--- config.mk ---
export PLATFORM = sky130hd
export DESIGN_NAME = stream_arbiter
export DESIGN_NICKNAME = d
export VERILOG_FILES = /design/src/rtl/stream_arbiter_pkg.sv /design/src/rtl/rr_picker.sv /design/src/rtl/stream_arbiter.sv
export SDC_FILE = /design/constraint.sdc
export NUM_CORES = 1
export LEC_CHECK = 0
export CAP_MARGIN = 20
export CORE_AREA = 2 2 147 149
export CTS_BUF_LIST = sky130_fd_sc_hd__clkbuf_4
export CTS_CLUSTER_SIZE = 25
export DETAILED_ROUTE_END_ITERATION = 6
export DIE_AREA = 0 0 149 151
export HOLD_SLACK_MARGIN = 0.03
export PLACE_DENSITY = 0.62
export SLEW_MARGIN = 15
export SYNTH_ARGS = -nofsm -noshare
export SYNTH_HDL_FRONTEND = slang
export SYNTH_SLANG_ARGS = --single-unit
--- constraint.sdc ---
create_clock -name clk -period 3.8 [get_ports clk]
set_input_delay 0.76 -clock clk [delete_from_list [all_inputs] [get_ports clk]]
set_output_delay 0.76 -clock clk [all_outputs]
set_load 0.05 [all_outputs]
--- src/rtl/stream_arbiter_pkg.sv ---
// Shared definitions for the stream arbiter.
//   arb_state_t : arbiter state encoding (IDLE = 0, BUSY = 1)
//   DEF_*       : default sizing for requester count, burst-length and word widths
package stream_arbiter_pkg;

    typedef enum logic {
        IDLE = 1'b0,
        BUSY = 1'b1
    } arb_state_t;

    localparam int DEF_N_SRC = 4;
    localparam int DEF_LEN_W = 8;
    localparam int DEF_W     = 64;

endpackage

--- src/rtl/rr_picker.sv ---
// Combinational cyclic priority search.
//   req : request vector, one bit per requester
//   ptr : index with highest priority this cycle; search wraps upward from here
//   any : at least one request is set
//   idx : first set request found at or after ptr (modulo N)
module rr_picker #(
    parameter  int N     = 4,
    localparam int IDX_W = $clog2(N)
) (
    input  logic [N-1:0]     req,
    input  logic [IDX_W-1:0] ptr,
    output logic             any,
    output logic [IDX_W-1:0] idx
);

    logic [IDX_W-1:0] cand;

    // Walk offsets from farthest to nearest so the nearest hit is written last
    // and wins; avoids a loop break.
    always_comb begin
        any  = 1'b0;
        idx  = '0;
        cand = '0;
        for (int k = N - 1; k >= 0; k--) begin
            cand = IDX_W'((int'(ptr) + k) % N);
            if (req[cand]) begin
                any = 1'b1;
                idx = cand;
            end
        end
    end

endmodule

--- src/rtl/stream_arbiter.sv ---
// Round-robin scheduler sharing one word-stream sink between N_SRC requesters.
// A requester posts a burst length; the winner is consumed, then its words are
// forwarded to the sink until the burst count runs out.
//   clk, rst        : clock, asynchronous active-low reset
//   req_hasAny/len  : per-requester pending burst and its length (LEN_W slices)
//   req_consume     : one-hot, request accepted this cycle (IDLE only)
//   src_data/isReady: per-requester word and transfer strobe
//   src_canReceive  : granted requester may transfer (follows sink_canReceive)
//   src_isLast      : current transfer closes the burst
//   sink_*          : muxed word stream toward the shared resource
//   grant_valid/id  : burst in progress and its owner
module stream_arbiter
    import stream_arbiter_pkg::*;
#(
    parameter  int N_SRC = DEF_N_SRC,
    parameter  int LEN_W = DEF_LEN_W,
    parameter  int W     = DEF_W,
    localparam int IDX_W = $clog2(N_SRC)
) (
    input  logic                   clk,
    input  logic                   rst,
    input  logic [N_SRC-1:0]       req_hasAny,
    input  logic [N_SRC*LEN_W-1:0] req_len,
    output logic [N_SRC-1:0]       req_consume,
    input  logic [N_SRC*W-1:0]     src_data,
    input  logic [N_SRC-1:0]       src_isReady,
    output logic [N_SRC-1:0]       src_canReceive,
    output logic                   src_isLast,
    output logic [W-1:0]           sink_data,
    output logic                   sink_isReady,
    input  logic                   sink_canReceive,
    output logic                   sink_isLast,
    output logic                   grant_valid,
    output logic [IDX_W-1:0]       grant_id
);

    logic [N_SRC-1:0][LEN_W-1:0] lens;
    logic [N_SRC-1:0][W-1:0]     words;

    arb_state_t       state_q, state_d;
    logic [IDX_W-1:0] gid_q, gid_d;
    logic [IDX_W-1:0] ptr_q, ptr_d;
    logic [LEN_W-1:0] rem_q, rem_d;
    logic [N_SRC-1:0] consume_raw;

    logic             pick_any;
    logic [IDX_W-1:0] pick_idx;
    logic             busy, xfer, last;

    assign lens  = req_len;
    assign words = src_data;

    rr_picker #(.N(N_SRC)) u_pick (
        .req (req_hasAny),
        .ptr (ptr_q),
        .any (pick_any),
        .idx (pick_idx)
    );

    assign busy = (state_q == BUSY);
    // Strobes from non-granted requesters never reach the sink or the counter.
    assign xfer = busy & sink_canReceive & src_isReady[gid_q];
    // remaining is never 0 while BUSY, so ==1 is the final word.
    assign last = xfer & (rem_q == LEN_W'(1));

    always_comb begin
        state_d     = state_q;
        gid_d       = gid_q;
        ptr_d       = ptr_q;
        rem_d       = rem_q;
        consume_raw = '0;
        case (state_q)
            IDLE: begin
                if (pick_any) begin
                    consume_raw[pick_idx] = 1'b1;
                    gid_d = pick_idx;
                    rem_d = lens[pick_idx];
                    ptr_d = (pick_idx == IDX_W'(N_SRC - 1)) ? '0 : pick_idx + IDX_W'(1);
                    // Zero-length bursts are consumed without entering BUSY.
                    if (lens[pick_idx] != '0) state_d = BUSY;
                end
            end
            BUSY: begin
                if (xfer) begin
                    rem_d = rem_q - LEN_W'(1);
                    if (last) state_d = IDLE;
                end
            end
            default: state_d = IDLE;
        endcase
    end

    always_ff @(posedge clk or negedge rst) begin
        if (!rst) begin
            state_q <= IDLE;
            gid_q   <= '0;
            ptr_q   <= '0;
            rem_q   <= '0;
        end else begin
            state_q <= state_d;
            gid_q   <= gid_d;
            ptr_q   <= ptr_d;
            rem_q   <= rem_d;
        end
    end

    // consume is purely combinational from the request inputs, so it must be
    // masked explicitly to stay quiet while reset is held.
    assign req_consume = rst ? consume_raw : '0;

    for (genvar i = 0; i < N_SRC; i++) begin : g_can
        assign src_canReceive[i] = busy & sink_canReceive & (gid_q == IDX_W'(i));
    end

    assign sink_data    = busy ? words[gid_q] : '0;
    assign sink_isReady = xfer;
    assign src_isLast   = last;
    assign sink_isLast  = last;
    assign grant_valid  = busy;
    assign grant_id     = gid_q;

endmodule

* Word-level counts from Yosys, hierarchy flattened
Index checks and enable logic that the tools add are counted.
** Storage, ports and cells
- Register bits :: 13
- Bits in latches :: 0
- Logic and storage cells :: 73
- Bits of input ports :: 299
- ROM bits :: 0
- Memories kept :: 0
- Memory bits (writable) :: 0
** Operators by class
- Div/mod/pow operators :: 0
- $mul :: 0
- Add/subtract/negate cells :: 5
- Reductions and logical operators :: 5
- Bitwise logic cells :: 8
- Mux-type cells :: 37
- $lt $le $gt $ge :: 7
- Shifts and indexed selects :: 0
- Eq/ne operators :: 7
** Operators with widths (number)
- binary-select mux 64 bit (select 2 bit) :: 1
- two-way mux 64 bit :: 2
- two-way mux 8 bit :: 3
- < comparator 2 x 3 -> 1 bit (second input constant) :: 6
- binary-select mux 8 bit (select 2 bit) :: 1
- case mux 8 bit (2 select lines) :: 1
- two-way mux 1 bit :: 14
- two-way mux 4 bit :: 3
- binary-select mux 1 bit (select 2 bit) :: 5
- two-way mux 2 bit :: 5
- equality test 8 x 1 -> 1 bit (second input constant) :: 1
- nonzero test 8 bit :: 1
- subtractor 8 x 1 -> 8 bit (second input constant) :: 1
- bitwise AND 1 bit :: 7
- equality test 2 bit (second input constant) :: 3
- adder 2 x 1 -> 2 bit (second input constant) :: 2
- adder 2 bit (second input constant) :: 2
- AND reduction 2 bit :: 2
- demux 1 bit (select 2 bit) :: 1
- equality test 2 x 1 -> 1 bit (second input constant) :: 1
- greater-or-equal comparator 2 x 1 -> 1 bit (second input constant) :: 1
- logical NOT 2 bit :: 1
- != test 2 x 1 -> 1 bit (second input constant) :: 1
- != test 2 bit (second input constant) :: 1
- 3 further kinds :: 3

* Depth between registers and ports, before layout
Gate-level depths: netlist of run 1.
- Depth in word-level cells :: 14
- Mapped depth :: 10
- Depth with buffers taken out :: 8

* Cells and area by module
A second synthesis of run 1 with hierarchy kept.
** Unflattened totals
- Cells, all modules :: 268
- Area total of the unflattened synthesis :: 3065.4 sq um
** Modules (own cells, without submodules)
- stream_arbiter :: cells an instance 255, seq. area each 325.3 sq um, times used 1, area each 2987.9 sq um
- rr_picker :: cells an instance 13, seq. area each 0.0 sq um, times used 1, area each 77.6 sq um

* Worst setup path after synthesis of run 1
No wires, ideal clock.
- Kind :: flip-flop to output port
- Start :: register gid_q[1], in the netlist grant_id[1]
- End :: output src_canReceive[2]
- Arrival time :: 2.727 ns
- Slack :: 0.313 ns
- Path buffers :: 3
- Cell stages (with the launch flop) :: 5
- Path through :: dfrtp_1 -> clkbuf_1 -> clkbuf_1 -> clkbuf_1 -> nor3b_1
** Between the ends
- Longest elaborated chain between the ends :: 2
** Ends and longest elaborated chain
- start: declaration :: RTL line stream_arbiter.sv:41 : logic [IDX_W-1:0] gid_q, gid_d;
- start signal: assignment :: RTL line stream_arbiter.sv:101 : gid_q <= gid_d;
- equality test 2 bit :: RTL line stream_arbiter.sv:112 : assign src_canReceive[i] = busy & sink_canReceive & (gid_q == IDX_W'(i));
- bitwise AND 1 bit :: RTL line stream_arbiter.sv:112
- end: declaration :: RTL line stream_arbiter.sv:27 : output logic [N_SRC-1:0] src_canReceive,
No other way between the ends.

* Worst setup path in the final report of run 1
- Start :: register gid_q[0], in the netlist grant_id[0]
- End :: output sink_data[5]
** Between the ends
- Longest elaborated chain between the ends :: 3
** Ends and longest elaborated chain
- binary-select mux 64 bit (select 2 bit) :: RTL line stream_arbiter.sv:115 : assign sink_data = busy ? words[gid_q] : '0;
- two-way mux 64 bit (not written as such) :: RTL line stream_arbiter.sv:115
- two-way mux 64 bit :: RTL line stream_arbiter.sv:115
- end: declaration :: RTL line stream_arbiter.sv:29 : output logic [W-1:0] sink_data,
No other way between the ends. The select of a mux whose other input is x is not followed.

==> results.yml, run 1 <==
placement:
  routabilityCongestion: 0.818
  dpl.hpwl_um: 16900
  io_buffers: 376
sta:
  fin_crit_ns: 3.56
  fin_worst_skew_ns: 0.00378
  worst_slew_pin_slew_ns: 0.612
  rsz0062_at_grt: "false"
  drv_slew: 0
  finalSetupViolations: 0
  layout_worst_path_cycle_share: 0.938
  relSlewSlack: 0.592
  totalNegativeSetupSlack_ns: 0
  whs_ns: 0.581
  max_freq_mhz: 281
  hold_viol: 0
synthesis:
  synth_edf_count: 0
  synth_fp_nets: 614
  ys.flop_type: "dfrtp_1"
  syn_avg_cell_area_sq_um: 10.4
  synth.largest_area_cell: "mux4_2"
  postSynth.asyncResetShare: 1.00
  synthCells: 309
  ys_ff_latch: 13
  synth.distinct_cells: 41
  synth.area.top_cells: "mux4_2 45%, and2_1 13%, dfrtp_1 10%, a211oi_1 3.5%, a21boi_0 3.5%"
  synth_top_cell_area_share: 0.455
  seq_area_frac_synth: 0.101
  yosys_warnings: 0
  syn_area_sq_mm: 0.00322
drt:
  viasPerCell: 4.39
  routed_wl_um: 19400
  drt_iter0_markers: 149
  dr.pass1.iters: 4
  antenna_left: 0
  wl_per_cell_um: 20.5
  drcViolationCount: 0
  num_vias: 4164
grt:
  grt_busiest_layer: "met2"
  antenna_found_initial: 4
  globalRoute.totalOverflow: 0
  grt_pass1_vias: 4188
  grt_util_met3: 0.0377
  track_usage: 0.158
  use_met2: 0.276
  use_met1: 0.197
  grt_max_degree: 58
  grt_pass1_wl_um: 26600
pwr:
  power_uw: 5400
  pwr_density_cell_mw_per_mm2: 730
  vdd_drop_max_v: 0.000311
  power.leakage_uw: 0.00265
clocking:
  root_buffer: "clkbuf_4"
  clock-sinks: 13
  htreeDepth: 1
  cts_buffer_depth: 2
  cts.clk_slew.worst_paths_ns: 0.09
  cts_hold_buf: 0
  cts_setup_buffers: 0
  cts_tree: "yes"
  cts-resized-gates: 0
  cts_made_buffers: 3
  clk_latency_ns: 0.29
critical_path:
  r2r_setup_slack_ns: 1.11
  crit_type: "flop to output port"
  end_kind: "output port"
  cp_data_required_time_ns: 3.04
  crit_fanout: 23
  critical_path_arrival_ns: 2.80
  cp-start-kind: "flop"
die:
  core_sq_mm: 0.0208
  boundaryPins: 377
  rows: 53
  die_area_sq_mm: 0.0225
  fp.dieW_um: 149
  start_util: 0.155
  die-height_um: 151
job:
  maxCapViolations: 0
run_status:
  status: "completed"
min_path:
  min_path_type: "flop to flop"
finish:
  drive_above_1_share: 0.151
  nNetsFinal: 975
  syn2layout_area_growth_pct: 130
-- path summary, 6_finish.rpt --
check / to / cells past startpoint / from
min: rem_q[5] / 1 / rem_q[5]
max reg2reg: rem_q[6] / 8 / grant_id[0]
min reg2reg: rem_q[5] / 1 / rem_q[5]
max in group asynchronous: grant_id[0] / 2 / rst
min in group asynchronous: ptr_q[0] / 1 / rst
max: sink_data[5] / 4 / grant_id[0]
-- stage by stage --
step	setup WS, ns	std cells	instance area [sq um]	util
after floorplan	0.313	309	3220	-
after global placement	0.390	940	7360	0.353
after detailed placement	0.394	940	7360	0.353
after CTS	0.178	944	7390	0.355
after global routing	0.0970	949	7400	0.355
final	0.236	949	7400	0.355
-- sequential cells by signal, indices dropped and copies added, names as in the netlist --
name / count
rem_q: 8
grant_id: 2
ptr_q: 2
grant_valid: 1
-- worst max-delay path, stage by stage, from the launching register on --
cell and delay [ns]:
dfrtp_4 0.74, buf_4 0.33, mux4_2 0.51, and2_1 0.18, clkdlybuf4s50_1 0.73
-- layout make-up --
| class | count | area (sq um) |
|---|---|---|
| multi-input cells | 253 | 2690 |
| fillers | 2170 | 13400 |
| well taps | 275 | 344 |
| inverters | 9 | 33.8 |
| clock buffers | 4 | 30.0 |
| diodes | 5 | 12.5 |
| flip-flops and latches | 13 | 334 |
| repair buffers | 390 | 3960 |
-- layout by cell type, fill, tap and decap left out, drive strengths merged, types with 2 or more instances in the layout --
| cell type | netlist | layout |
|---|---|---|
| clkdlybuf4s50 | 0 | 367 |
| inv | 9 | 9 |
| a211oi | 17 | 17 |
| o21ai | 12 | 12 |
| and3 | 4 | 4 |
| o22ai | 5 | 5 |
| nand2 | 16 | 16 |
| nor2 | 9 | 9 |
| ha | 6 | 6 |
| nand3 | 4 | 4 |
| a21boi | 16 | 16 |
| mux4 | 65 | 65 |
| a21oi | 5 | 5 |
| diode | 0 | 5 |
| buf | 15 | 23 |
| and2 | 66 | 66 |
| dfrtp | 13 | 13 |
| clkbuf | 19 | 4 |
| o211a | 3 | 3 |
| o22a | 2 | 2 |
| nor3b | 2 | 2 |
| nor3 | 6 | 6 |
| nand2b | 2 | 2 |
-- cells in the mapped netlist (2+ instances only) --
| cell | count |
|---|---|
| o21ai_1 | 2 |
| buf_6 | 4 |
| and3_1 | 4 |
| dfrtp_1 | 13 |
| buf_2 | 10 |
| a211oi_1 | 15 |
| nand2b_1 | 2 |
| a21boi_0 | 15 |
| nor3_1 | 6 |
| mux4_2 | 65 |
| nand2_1 | 16 |
| o22a_1 | 2 |
| and2_1 | 65 |
| clkbuf_1 | 19 |
| o22ai_1 | 5 |
| nor2_1 | 9 |
| nor3b_1 | 2 |
| a21oi_1 | 5 |
| a211oi_2 | 2 |
| o211a_1 | 3 |
| o21ai_0 | 10 |
| ha_1 | 6 |
| nand3_1 | 4 |
| inv_1 | 8 |
-- kinds of logic (layout without fill, tap and decap cells) --
logic type,Yosys count,in the layout,share of synthesized area
AO/OA/AOI/OAI,67,67,0.152
adder cells (fa/ha/maj),6,6,0.0233
buffers and inverters,43,403,0.0645
flip-flops,13,13,0.101
multiplexers,65,65,0.455
other,0,5,0
AND/OR/NAND/NOR,115,115,0.204
-- power by group --
group,internal [uW],total (uW),switching (uW)
combinational,2090,4870,2780
sequential,208,436,228
clock,48.0,98.4,50.4
-- per-layer routing --
metal	vias up	routed length, um	share of wire
li1	1940	-	-
met1	1994	7370	0.38
met2	211	9910	0.51
met3	19	1770	0.091
met4	0	369	0.019
met5	-	0	0
No activity file was read; power rests on OpenSTA's default activity.
==> inputs of run 2 (changes only) <==
Settings changed: CAP_MARGIN 20 to default, PLACE_DENSITY 0.62 to 0.54.
==> run 2 against run 1 <==
Clock power is 5.1% lower. Register-to-register slack better by 0.02 ns. First-iteration DRC count is 0.67% higher. Cell area is 0.41% lower. Via count is 1.3% higher. Global-route usage is 1.4 points higher. Setup slack better by 0.013 ns. Flip-flop and latch count stayed put. Worst hold slack better by 0.0055 ns. Sequential power hardly changed. Critical path type unchanged.
==> results.yml, run 2 (same netlist as run 1, synthesis figures left out) <==
run_status:
  status: "completed"
sta:
  relSlewSlack: 0.589
  fin_crit_ns: 3.55
  max_freq_mhz: 282
  final.setup.worst_slack_ns: 0.249
  totalNegativeSetupSlack_ns: 0
  fin_worst_skew_ns: 0.00423
  worst_slew_pin_slew_ns: 0.615
  layout_worst_path_cycle_share: 0.935
  whs_ns: 0.587
  hold_viol: 0
  drv_slew: 0
  rsz0062_at_grt: "false"
  finalSetupViolations: 0
drt:
  dr.pass1.iters: 4
  viasPerCell: 4.45
  antenna_left: 0
  drt_iter0_markers: 150
  drcViolationCount: 0
  wl_per_cell_um: 21.9
  num_vias: 4219
  routed_wl_um: 20800
die:
  die_area_sq_mm: 0.0225
  start_util: 0.155
  core_sq_mm: 0.0208
  rows: 53
  die-height_um: 151
  boundaryPins: 377
  fp.dieW_um: 149
critical_path:
  crit_fanout: 24
  startpoint: "grant_id[0]"
  reg2reg_depth: 8
  cp-start-kind: "flop"
  cp_data_required_time_ns: 3.04
  critical_path_arrival_ns: 2.79
  end_kind: "output port"
  timing.rr.start: "grant_id[0]"
  crit_type: "flop to output port"
min_path:
  hold_depth: 1
  hold_start: "rem_q[5]"
  min_path_type: "flop to flop"
finish:
  final_common_cell: "clkdlybuf4s50_1"
  final_area_sq_mm: 0.00737
  largest_register_ffs: 8
  fillCellCount: 2081
  layout_common_cells: "364 x clkdlybuf4s50_1, 65 x and2_1, 65 x mux4_2, 20 x buf_4, 16 x nand2_1"
  regMostFlops: "rem_q"
  syn2layout_area_growth_pct: 129
  post-route-util: 0.354
  nNetsFinal: 976
  drive_above_1_share: 0.157
clocking:
  cts-resized-gates: 0
  cts_tree: "yes"
  clock-sinks: 13
  htreeDepth: 1
  cts_setup_buffers: 0
  cts_made_buffers: 3
  clk_latency_ns: 0.28
  cts_hold_buf: 0
  cts_buffer_depth: 2
  root_buffer: "clkbuf_4"
  cts.clk_slew.worst_paths_ns: 0.08
grt:
  globalRoute.totalOverflow: 0
  grt_max_degree: 60
  grt_pass1_wl_um: 28500
  track_usage: 0.172
  grt_pass1_vias: 4437
  antenna_found_initial: 5
pwr:
  power.leakage_uw: 0.00265
  vdd_drop_max_v: 0.000280
  pwr_density_cell_mw_per_mm2: 734
job:
  maxCapViolations: 0
placement:
  placed_area_sq_mm: 0.00733
  dp_worst_setup_slack_ns: 0.389
  dpl.hpwl_um: 18300
  routabilityCongestion: 0.947
  io_buffers: 376
-- run 2: layout make-up --
cell class / count / area (sq um) / share of cell area
repair buffers: 391 / 3930 / 0.534
well taps: 275 / 344 / 0.0467
flip-flops and latches: 13 / 334 / 0.0453
clock buffers: 4 / 30.0 / 0.00407
inverters: 9 / 33.8 / 0.00458
diodes: 3 / 7.51 / 0.00102
multi-input cells: 253 / 2690 / 0.365
-- run 2: final timing paths --
path	end	slack, ns
worst max-delay path	sink_data[11]	0.25
worst min-delay path	rem_q[5]	0.59
worst max register to register	rem_q[6]	1.13
worst min register to register	rem_q[5]	0.59
max in group asynchronous	grant_id[1]	2.58
min in group asynchronous	ptr_q[1]	0.74
-- run 2: per-stage QoR --
step           total power, uW  std cells
3_3_place_gp              5340        941
6_report                  5410        948
5_1_grt                   5710        948
4_1_cts                   5470        945
3_5_place_dp              5370        941
2_1_floorplan             3640        309
-- run 2: critical path, stage by stage, from the launching register on --
cell	delay, ns
dfrtp_4	0.75
buf_12	0.26
mux4_2	0.58
and2_1	0.19
clkdlybuf4s50_1	0.70
-- run 2: routing by layer --
layer / up-vias / share of wire / GRT usage
met1: 2056 / 0.38 / 0.203
li1: 1939 / - / -
met2: 200 / 0.52 / 0.316
met4: 4 / 0.017 / 0.0410
met3: 20 / 0.081 / 0.0410
met5: - / 0.0011 / 0
-- run 2: power breakdown --
part / switching, uW / internal [uW] / total, uW
Clock: 45.5 / 47.8 / 93.4
Combinational: 2810 / 2070 / 4880
Sequential: 231 / 208 / 439
Total: 3080 / 2330 / 5410
==> inputs of run 3 (changes only) <==
Settings changed: ABC_AREA from default to 1, CORE_AREA 2 2 147 149 to 2 2 145 147, DIE_AREA 0 0 149 151 to 0 0 147 149, PLACE_DENSITY 0.54 to 0.55.
==> run 3 against run 2 <==
Core utilization grew 3.0 points. Global-route usage up 1.1 points. Die area fell by 2.6%. Clock skew shrank 0.00052 ns. Critical endpoint is now req_consume[2]. Sequential share of layout area down 0.34 points. Register-to-register slack gained 0.29 ns. Largest power group unchanged. Via count rose by 30%. Total power increased by 53%. Worst hold slack improved by 0.023 ns. Clock power is 5.4% higher. Combinational power increased by 60%.
==> results.yml, run 3 <==
run_status:
  status: "completed"
die:
  die_area_sq_mm: 0.0219
  fp.dieW_um: 147
  rows: 53
  die-height_um: 149
  core_sq_mm: 0.0206
  start_util: 0.153
  boundaryPins: 377
finish:
  final_common_cell: "clkdlybuf4s50_1"
  post-route-util: 0.384
  syn2layout_area_growth_pct: 151
  layout_common_cells: "305 x clkdlybuf4s50_1, 169 x nand3_1, 73 x buf_12, 64 x a22oi_1, 64 x a31oi_1"
  largest_register_ffs: 8
  regMostFlops: "rem_q"
  fin_cells: 1142
  nNetsFinal: 1170
  final_area_sq_mm: 0.00789
  drive_above_1_share: 0.126
drt:
  drt_iter0_markers: 288
  antenna_left: 0
  wl_per_cell_um: 18.8
  viasPerCell: 4.79
  dr.pass1.iters: 4
  routed_wl_um: 21500
  num_vias: 5466
  drcViolationCount: 0
critical_path:
  path_cells: "clkdlybuf4s50_1 -> inv_1 -> o21ai_2 -> nand2_2 -> nand3_4 -> nand2_4 -> nand2_4 -> nand2_4 -> inv_1 -> ha_1 -> inv_1 -> nor2_1 -> buf_12"
  cp-start-kind: "primary input"
  critical_path_arrival_ns: 2.74
  cpPeakStageDelay_ns: 0.46
  end_kind: "output port"
  crit_type: "primary input to output port"
  cp_slowest_cell: "clkdlybuf4s50_1"
  reg2reg_depth: 15
  cp_data_required_time_ns: 3.04
  crit_fanout: 20
sta:
  fin_crit_ns: 3.50
  final.setup.worst_slack_ns: 0.298
  relSlewSlack: 0.592
  hold_viol: 0
  finalSetupViolations: 0
  drv_slew: 0
  max_freq_mhz: 286
  fin_worst_skew_ns: 0.00371
  rsz0062_at_grt: "false"
  totalNegativeSetupSlack_ns: 0
  worst_slew_pin_slew_ns: 0.612
  layout_worst_path_cycle_share: 0.922
pwr:
  p_seq_frac: 0.044
  switching_share: 0.582
  vdd_drop_max_v: 0.000502
  power.leakage_uw: 0.00297
  p_switching_uw: 4830
  pwr_density_cell_mw_per_mm2: 1050
  share_comb_of_total_power: 0.944
  p_int_uw: 3470
  clkPwrFrac: 0.012
clocking:
  cts_tree: "yes"
  cts_setup_buffers: 0
  cts-resized-gates: 0
  root_buffer: "clkbuf_4"
  clk_latency_ns: 0.29
  cts_buffer_depth: 2
  clock-sinks: 13
  cts_made_buffers: 3
  cts.clk_slew.worst_paths_ns: 0.08
  htreeDepth: 1
  cts_hold_buf: 0
placement:
  io_buffers: 376
  placed_area_sq_mm: 0.00785
  dpl.hpwl_um: 17100
  routabilityCongestion: 0.815
  dp_worst_setup_slack_ns: 0.292
  place_inst: 1135
synthesis:
  syn_area_sq_mm: 0.00315
  seq_area_frac_synth: 0.103
  postSynth.asyncResetShare: 1.00
  synth_edf_count: 0
  syn_avg_cell_area_sq_um: 5.92
  synth_top_cell_area_share: 0.269
  synth.area.top_cells: "nand3_1 27%, a22oi_1 15%, a31oi_1 13%, dfrtp_1 10%, nand2_1 6.8%"
  ys_ff_latch: 13
  synthCells: 531
  synthTopCellsByCount: "169 x nand3_1, 64 x a22oi_1, 64 x a31oi_1"
  yosys_warnings: 0
  ys.flop_type: "dfrtp_1"
  synth.largest_area_cell: "nand3_1"
  synth_fp_nets: 836
  synth.most_common_cell: "nand3_1"
  synth.distinct_cells: 32
grt:
  grt_pass1_vias: 5381
  grt_pass1_wl_um: 31500
  globalRoute.totalOverflow: 0
  track_usage: 0.183
  antenna_found_initial: 3
  grt_max_degree: 64
min_path:
  min_path_type: "flop to flop"
  hold_depth: 1
job:
  maxCapViolations: 0
## run 3: power by group through the flow
stage / Combinational (uW) / Clock [uW] / Sequential [uW]
detailed placement: 7860 / 0 / 371
global route: 8230 / 102 / 387
CTS: 7880 / 101 / 368
floorplan: 4300 / 0 / 293
finish: 7830 / 98.4 / 367
global placement: 7860 / 0 / 370
## run 3: path summary, 6_finish.rpt
check | startpoint | end | slack, ns
hold reg to reg | rem_q[2] | rem_q[2] | 0.61
min in group asynchronous | rst | rem_q[1] | 0.89
hold / removal | rem_q[2] | rem_q[2] | 0.61
max in group asynchronous | rst | grant_id[1] | 2.71
setup / recovery | req_hasAny[1] | req_consume[2] | 0.30
setup reg to reg | ptr_q[0] | grant_valid | 1.42
## run 3: worst max-delay path, delay by kind of cell
kind	cells	cell delay [ns]
AOI/OAI and AO/OA	1	0.15
and+or+nand+nor	6	0.83
buffers and inverters	5	0.87
adders and majority gates	1	0.15
## run 3: logic make-up after synthesis
group / synth area share
AOI/OAI and AO/OA: 0.332
xor gates and xnor gates: 0.0167
adders and majority gates: 0.0239
buffers and inverters: 0.110
DFF: 0.103
and+or+nand+nor: 0.414
## run 3: cell type report
| class | instances | area [sq um] |
|---|---|---|
| Inverter | 27 | 104 |
| Clock buffer | 4 | 30.0 |
| Multi-Input combinational cell | 433 | 2490 |
| Sequential cell | 13 | 330 |
| Timing Repair Buffer | 387 | 4580 |
| Antenna cell | 3 | 7.51 |
| Tap cell | 275 | 344 |
| Fill cell | 2154 | 12700 |
## run 3: metrics by stage
stage	power, uW	hold WS (ns)
2_1_floorplan	4590	0.464
3_3_place_gp	8230	0.580
3_5_place_dp	8230	0.587
4_1_cts	8350	0.605
5_1_grt	8720	0.652
6_report	8290	0.610
## run 3: routing by layer
| metal | global-route usage | vias up | share of wire |
|---|---|---|---|
| li1 | - | 2662 | - |
| met5 | 0 | - | 0 |
| met1 | 0.230 | 2558 | 0.41 |
| met2 | 0.318 | 229 | 0.50 |
| met4 | 0.0389 | 0 | 0.014 |
| met3 | 0.0474 | 17 | 0.076 |
